**config.mk**
```make
export PLATFORM = sky130hd
export DESIGN_NAME = axi_interconnect_crossbar_mresp_route
export DESIGN_NICKNAME = d
export VERILOG_FILES = /design/src/rtl/axi_interconnect_crossbar_mresp_route.sv
export SDC_FILE = /design/constraint.sdc
export NUM_CORES = 1
export LEC_CHECK = 0
export CORE_MARGIN = 3
export CORE_UTILIZATION = 42
export CTS_BUF_LIST = sky130_fd_sc_hd__clkbuf_4
export DETAILED_ROUTE_END_ITERATION = 8
export GPL_ROUTABILITY_DRIVEN = 0
export GPL_TIMING_DRIVEN = 0
export PLACE_DENSITY_LB_ADDON = 0.25
export SLEW_MARGIN = 20
export SYNTH_ARGS = -nofsm -noshare
export SYNTH_HDL_FRONTEND = slang
export SYNTH_SLANG_ARGS = --single-unit
```
**constraint.sdc**
```tcl
create_clock -name clk_sys -period 2.06 [get_ports clk_sys]
set_clock_uncertainty 0.05 [all_clocks]
set_input_delay 0.412 -clock clk_sys [delete_from_list [all_inputs] [get_ports clk_sys]]
set_output_delay 0.412 -clock clk_sys [all_outputs]
set_load 0.02 [all_outputs]
```
**src/rtl/axi_interconnect_crossbar_mresp_route.sv**
```systemverilog
// Response-path router: steers sid-tagged R/B beats into per-slave one-entry output
// registers and keeps a per-slave outstanding-transaction count for request throttling.
module axi_interconnect_crossbar_mresp_route_slot #(
  parameter int MODE_READ       = 1,
  parameter int WIDTH_RESPINFO  = 48,
  parameter int NUM_OUTSTANDING = 4,
  parameter int WIDTH_CNT       = 3
) (
  input  logic                      clk_sys,
  input  logic                      rst_n,
  input  logic                      load,
  input  logic [WIDTH_RESPINFO-1:0] payload,
  input  logic                      s_ready,
  input  logic                      issue,
  output logic                      s_valid,
  output logic [WIDTH_RESPINFO-1:0] s_info,
  output logic                      full,
  output logic                      cnt_err
);
  logic                      valid_d, valid_q;
  logic [WIDTH_RESPINFO-1:0] info_d, info_q;
  logic [WIDTH_CNT-1:0]      cnt_d, cnt_q;
  logic                      full_d, full_q;
  logic                      cmpl;

  always_comb begin
    cmpl    = load & ((MODE_READ == 0) | payload[WIDTH_RESPINFO-1]);
    // a load in the same cycle as a drain wins, so valid stays high
    valid_d = load | (valid_q & ~s_ready);
    info_d  = load ? payload : info_q;
    cnt_d   = cnt_q;
    cnt_err = 1'b0;
    if (issue && !cmpl) begin
      if (cnt_q == WIDTH_CNT'(NUM_OUTSTANDING)) cnt_err = 1'b1;
      else                                      cnt_d   = cnt_q + 1'b1;
    end else if (cmpl && !issue) begin
      if (cnt_q == '0) cnt_err = 1'b1;
      else             cnt_d   = cnt_q - 1'b1;
    end
    full_d = (cnt_d == WIDTH_CNT'(NUM_OUTSTANDING));
  end

  always_ff @(posedge clk_sys or negedge rst_n) begin
    if (!rst_n) begin
      valid_q <= 1'b0;
      info_q  <= '0;
      cnt_q   <= '0;
      full_q  <= 1'b0;
    end else begin
      valid_q <= valid_d;
      info_q  <= info_d;
      cnt_q   <= cnt_d;
      full_q  <= full_d;
    end
  end

  assign s_valid = valid_q;
  assign s_info  = info_q;
  assign full    = full_q;
endmodule

module axi_interconnect_crossbar_mresp_route #(
  parameter int MODE_READ       = 1,
  parameter int NUM_SLAVE       = 1,
  parameter int WIDTH_RESPINFO  = 48,
  parameter int NUM_OUTSTANDING = 4,
  parameter int WIDTH_SALVE     = (NUM_SLAVE > 1) ? $clog2(NUM_SLAVE) : 1,
  parameter int WIDTH_CNT       = $clog2(NUM_OUTSTANDING + 1),
  parameter int U_DLY           = 1
) (
  input  logic                                clk_sys,
  input  logic                                rst_n,
  input  logic                                addr_issue,
  input  logic [WIDTH_SALVE-1:0]              addr_issue_sid,
  input  logic [WIDTH_RESPINFO+WIDTH_SALVE-1:0] m_resp_info,
  input  logic                                m_resp_valid,
  output logic                                m_resp_ready,
  output logic [NUM_SLAVE*WIDTH_RESPINFO-1:0] s_resp_info,
  output logic [NUM_SLAVE-1:0]                s_resp_valid,
  input  logic [NUM_SLAVE-1:0]                s_resp_ready,
  output logic [NUM_SLAVE-1:0]                s_outstanding_full,
  output logic                                err_unexpected
);
  logic [WIDTH_SALVE-1:0]    sid;
  logic [WIDTH_RESPINFO-1:0] payload;
  logic                      sid_ok, isid_ok, accept;
  logic [NUM_SLAVE-1:0]      load, issue, slot_err;
  logic                      err_d, err_q;

  assign sid     = m_resp_info[WIDTH_SALVE-1:0];
  assign payload = m_resp_info[WIDTH_SALVE +: WIDTH_RESPINFO];
  assign sid_ok  = (32'(sid) < 32'(NUM_SLAVE));
  assign isid_ok = (32'(addr_issue_sid) < 32'(NUM_SLAVE));

  always_comb begin
    m_resp_ready = 1'b0;
    issue        = '0;
    load         = '0;
    for (int i = 0; i < NUM_SLAVE; i++) begin
      if (sid == WIDTH_SALVE'(i)) m_resp_ready = ~s_resp_valid[i] | s_resp_ready[i];
      if (addr_issue && addr_issue_sid == WIDTH_SALVE'(i)) issue[i] = 1'b1;
    end
    // unroutable beats are swallowed so they never wedge the master port
    if (!sid_ok) m_resp_ready = 1'b1;
    m_resp_ready = m_resp_ready & rst_n;
    accept       = m_resp_valid & m_resp_ready;
    for (int i = 0; i < NUM_SLAVE; i++)
      load[i] = accept & (sid == WIDTH_SALVE'(i));
    err_d = err_q | (accept & ~sid_ok) | (addr_issue & ~isid_ok) | (|slot_err);
  end

  always_ff @(posedge clk_sys or negedge rst_n) begin
    if (!rst_n) err_q <= 1'b0;
    else        err_q <= err_d;
  end

  assign err_unexpected = err_q;

  for (genvar g = 0; g < NUM_SLAVE; g++) begin : g_slot
    axi_interconnect_crossbar_mresp_route_slot #(
      .MODE_READ      (MODE_READ),
      .WIDTH_RESPINFO (WIDTH_RESPINFO),
      .NUM_OUTSTANDING(NUM_OUTSTANDING),
      .WIDTH_CNT      (WIDTH_CNT)
    ) u_slot (
      .clk_sys (clk_sys),
      .rst_n   (rst_n),
      .load    (load[g]),
      .payload (payload),
      .s_ready (s_resp_ready[g]),
      .issue   (issue[g]),
      .s_valid (s_resp_valid[g]),
      .s_info  (s_resp_info[g*WIDTH_RESPINFO +: WIDTH_RESPINFO]),
      .full    (s_outstanding_full[g]),
      .cnt_err (slot_err[g])
    );
  end
endmodule

```
==> qor.txt <==
Worst setup EP type - flop
final core occ - 67.3%
most frequent cells in the layout - 104 x clkdlybuf4s50_1, 53 x dfrtp_1, 39 x mux2_2, 8 x mux2_1, 6 x inv_1
final std cells w/o fill - 340
Rel. slew slack - 66.4%
status - finished with violations
global-route wire length before repair - 8020 um
row cnt - 26
ANT nets after route - 0
setup TNS - 0 ps
synthesized cell area - 0.00230 mm2
DR vias - 1656
Clock Tree Buf Depth - 2
nets - 327
Clk pin slew, worst setup/hold paths - 150 ps
Tot Pwr - 0.00319 W
EDFF count, synth - 0
initial antenna violation count - 0
fillcell total - 409
Hold WS - -63.5 ps
post-synth top area cell - dfrtp_1
Slew Viols, Final - 0
mux share of post-synthesis cell area - 23.8%
register area share after synthesis - 58.7%
#FFs+latches synth - 54
Total Wirelength - 4990 um
Finish-stage setup viols - 0
Crit Path Class - in -> reg
Post-CTS Hold Buffers - 0
Root Buffer - clkbuf_4
total congestion overflow - 0
Synth Area in Compound Gates - 5.81%
cts bufs inserted - 5
final critical-path required period - 1910 ps
largest cells by area after synthesis - dfrtp_1 59%, mux2_2 19%, mux2_1 3.9%
commonest non-fill, non-tap cell in the layout - clkdlybuf4s50_1
Die ar. - 0.00641 mm2
main combinational cell family by area after synthesis - multiplexers
total track usage - 16.0%
Mapped Nets - 214
leak pwr - 1.47 nW
Layout area overhead - 52.1%
Post-Synthesis Cells - 156
Pwr Density - 911 mW/mm2
chip width - 80.1 um
CTS tree - yes
Yosys top cell area share - 58.7%
Routed WL per cell - 14.7 um
Tcrit/Tclk final - 92.6%
mean post-synth cell area - 14.8 um2
RSZ-0062 raised after global routing - false
Ys Warns - 0
Hold Fails Final Rpt - 54
worst skew pair latency - 350 ps
failing checks - hold timing
total clock sinks - 54
Worst EP required - 2260 ps
synth unique cells - 41
CTS H-tree lvls - 2
reg2reg path depth - 6
Residual DRC - 0
Std-Cell Core Area - 0.00520 mm2
max frequency - 0.524 GHz
Initial Util - 44.3%
Data arrival, critical path - 2110 ps
Post-DP Area - 0.00345 mm2
Synth Area in Simple Gates - 6.57%
Slew @ Worst Pin - 503 ps
Die H - 80.1 um
maxcap violations - 0
ANT cells - 0
ratio of cells with drive above 1 in the final layout - 23.0%
predominant post-synthesis flop cell - dfrtp_1
dpl cells - 332
critical path fanouts, max - 10
port bufs - 106
I/O pins - 107
Post-synth ARST share - 100%
Reg area - 0.00135 mm2
Max IR drop VDD - 592 uV
Post-Synth XOR/XNOR Area - 0.380%
worst min path class - in -> async
pin count of the biggest net entering global routing - 58
Multi-input gate area - 881 um2
DP HPWL - 3830 um
DR pass1 iterations - 4
fin area - 0.00350 mm2
number of global-route vias before repair - 1700
Worst setup SP type - primary input
DRT iter0 DRCs - 60
adder-cell area share of the yosys netlist - 1.63%
via-per-instance ratio - 4.87
==> critical path, stage by stage <==
cell and delay, ps:
clkdlybuf4s50_1 460, nor2b_1 40, buf_4 180, nor3_4 270, buf_4 240, buf_6 160, mux2_1 330
==> metrics by stage <==
step / worst slack [ps] / hold WS (ps)
2_1_floorplan: 306 / 66.4
3_3_place_gp: -2380 / 415
3_5_place_dp: -388 / 429
4_1_cts: 7.72 / 48.2
5_1_grt: 5.60 / -73.3
6_report: 151 / -63.5
==> sequential cells by signal, summed over array words and instances, names as in the netlist <==
signal                 cells
g_slot.u_slot.s_info      48
g_slot.u_slot.full         1
err_unexpected             1
g_slot.u_slot.s_valid      1
g_slot.u_slot.cnt_q        3
==> cell type report <==
type | instances | area share, %
Buffer | 8 | 1.39
Clock buffer | 5 | 1.07
Clock inverter | 3 | 0.464
Inverter | 6 | 0.643
Multi-Input combinational cell | 88 | 25.1
Sequential cell | 54 | 38.6
Tap cell | 70 | 2.50
Timing Repair Buffer | 106 | 30.2
==> worst paths after layout <==
check	from	endpoint	slack, ps
worst max-delay path	s_resp_ready	g_slot[0].u_slot.s_info[29]	150
worst min-delay path	rst_n	g_slot[0].u_slot.s_info[33]	-60
worst max register to register	g_slot[0].u_slot.s_valid	g_slot[0].u_slot.s_info[29]	170
worst min register to register	g_slot[0].u_slot.s_info[33]	g_slot[0].u_slot.s_info[33]	460
max in group asynchronous	rst_n	g_slot[0].u_slot.cnt_q[0]	1650
min in group clk_sys	g_slot[0].u_slot.s_info[33]	g_slot[0].u_slot.s_info[33]	460
==> synthesized netlist by cell type, types with 2 or more instances <==
cell and number:
nand2_1 2, ha_1 3, a2bb2oi_1 2, a21oi_1 2
inv_1 6, mux2_1 8, dfrtp_1 54, mux2i_1 2
o21ai_0 2, buf_2 3, buf_4 2, mux2_2 39
nand2b_1 3
==> per-layer routing <==
layer	share of wire (%)	vias up	global-route usage (%)
met2	51	64	27.3
met4	0.68	0	3.55
met1	40	806	18.8
met3	8.9	4	6.50
met5	0	-	0
li1	-	782	-
==> where the power goes <==
part / internal (W) / switching (W) / leakage, nW
clock: 0.000129 / 0.000313 / 0.0303
combinational: 0.000713 / 0.000622 / 0.798
sequential: 0.00129 / 0.000121 / 0.640
==> logic make-up (layout without fill, tap and decap cells) <==
group	Yosys count	count (layout)
buf+inv	14	128
xor+xnor	1	1
fa+ha+maj	3	3
simple gates	19	19
mux	49	49
compound gates	16	16
flops	54	54
==> repair_timing <==
item,CTS,global route
endpoints found under the setup margin,1,30
setup buffers,0,0
gates resized for setup,4,4
hold endpoints to repair,0,54
Note: power is estimated with default switching activity, not from simulation.
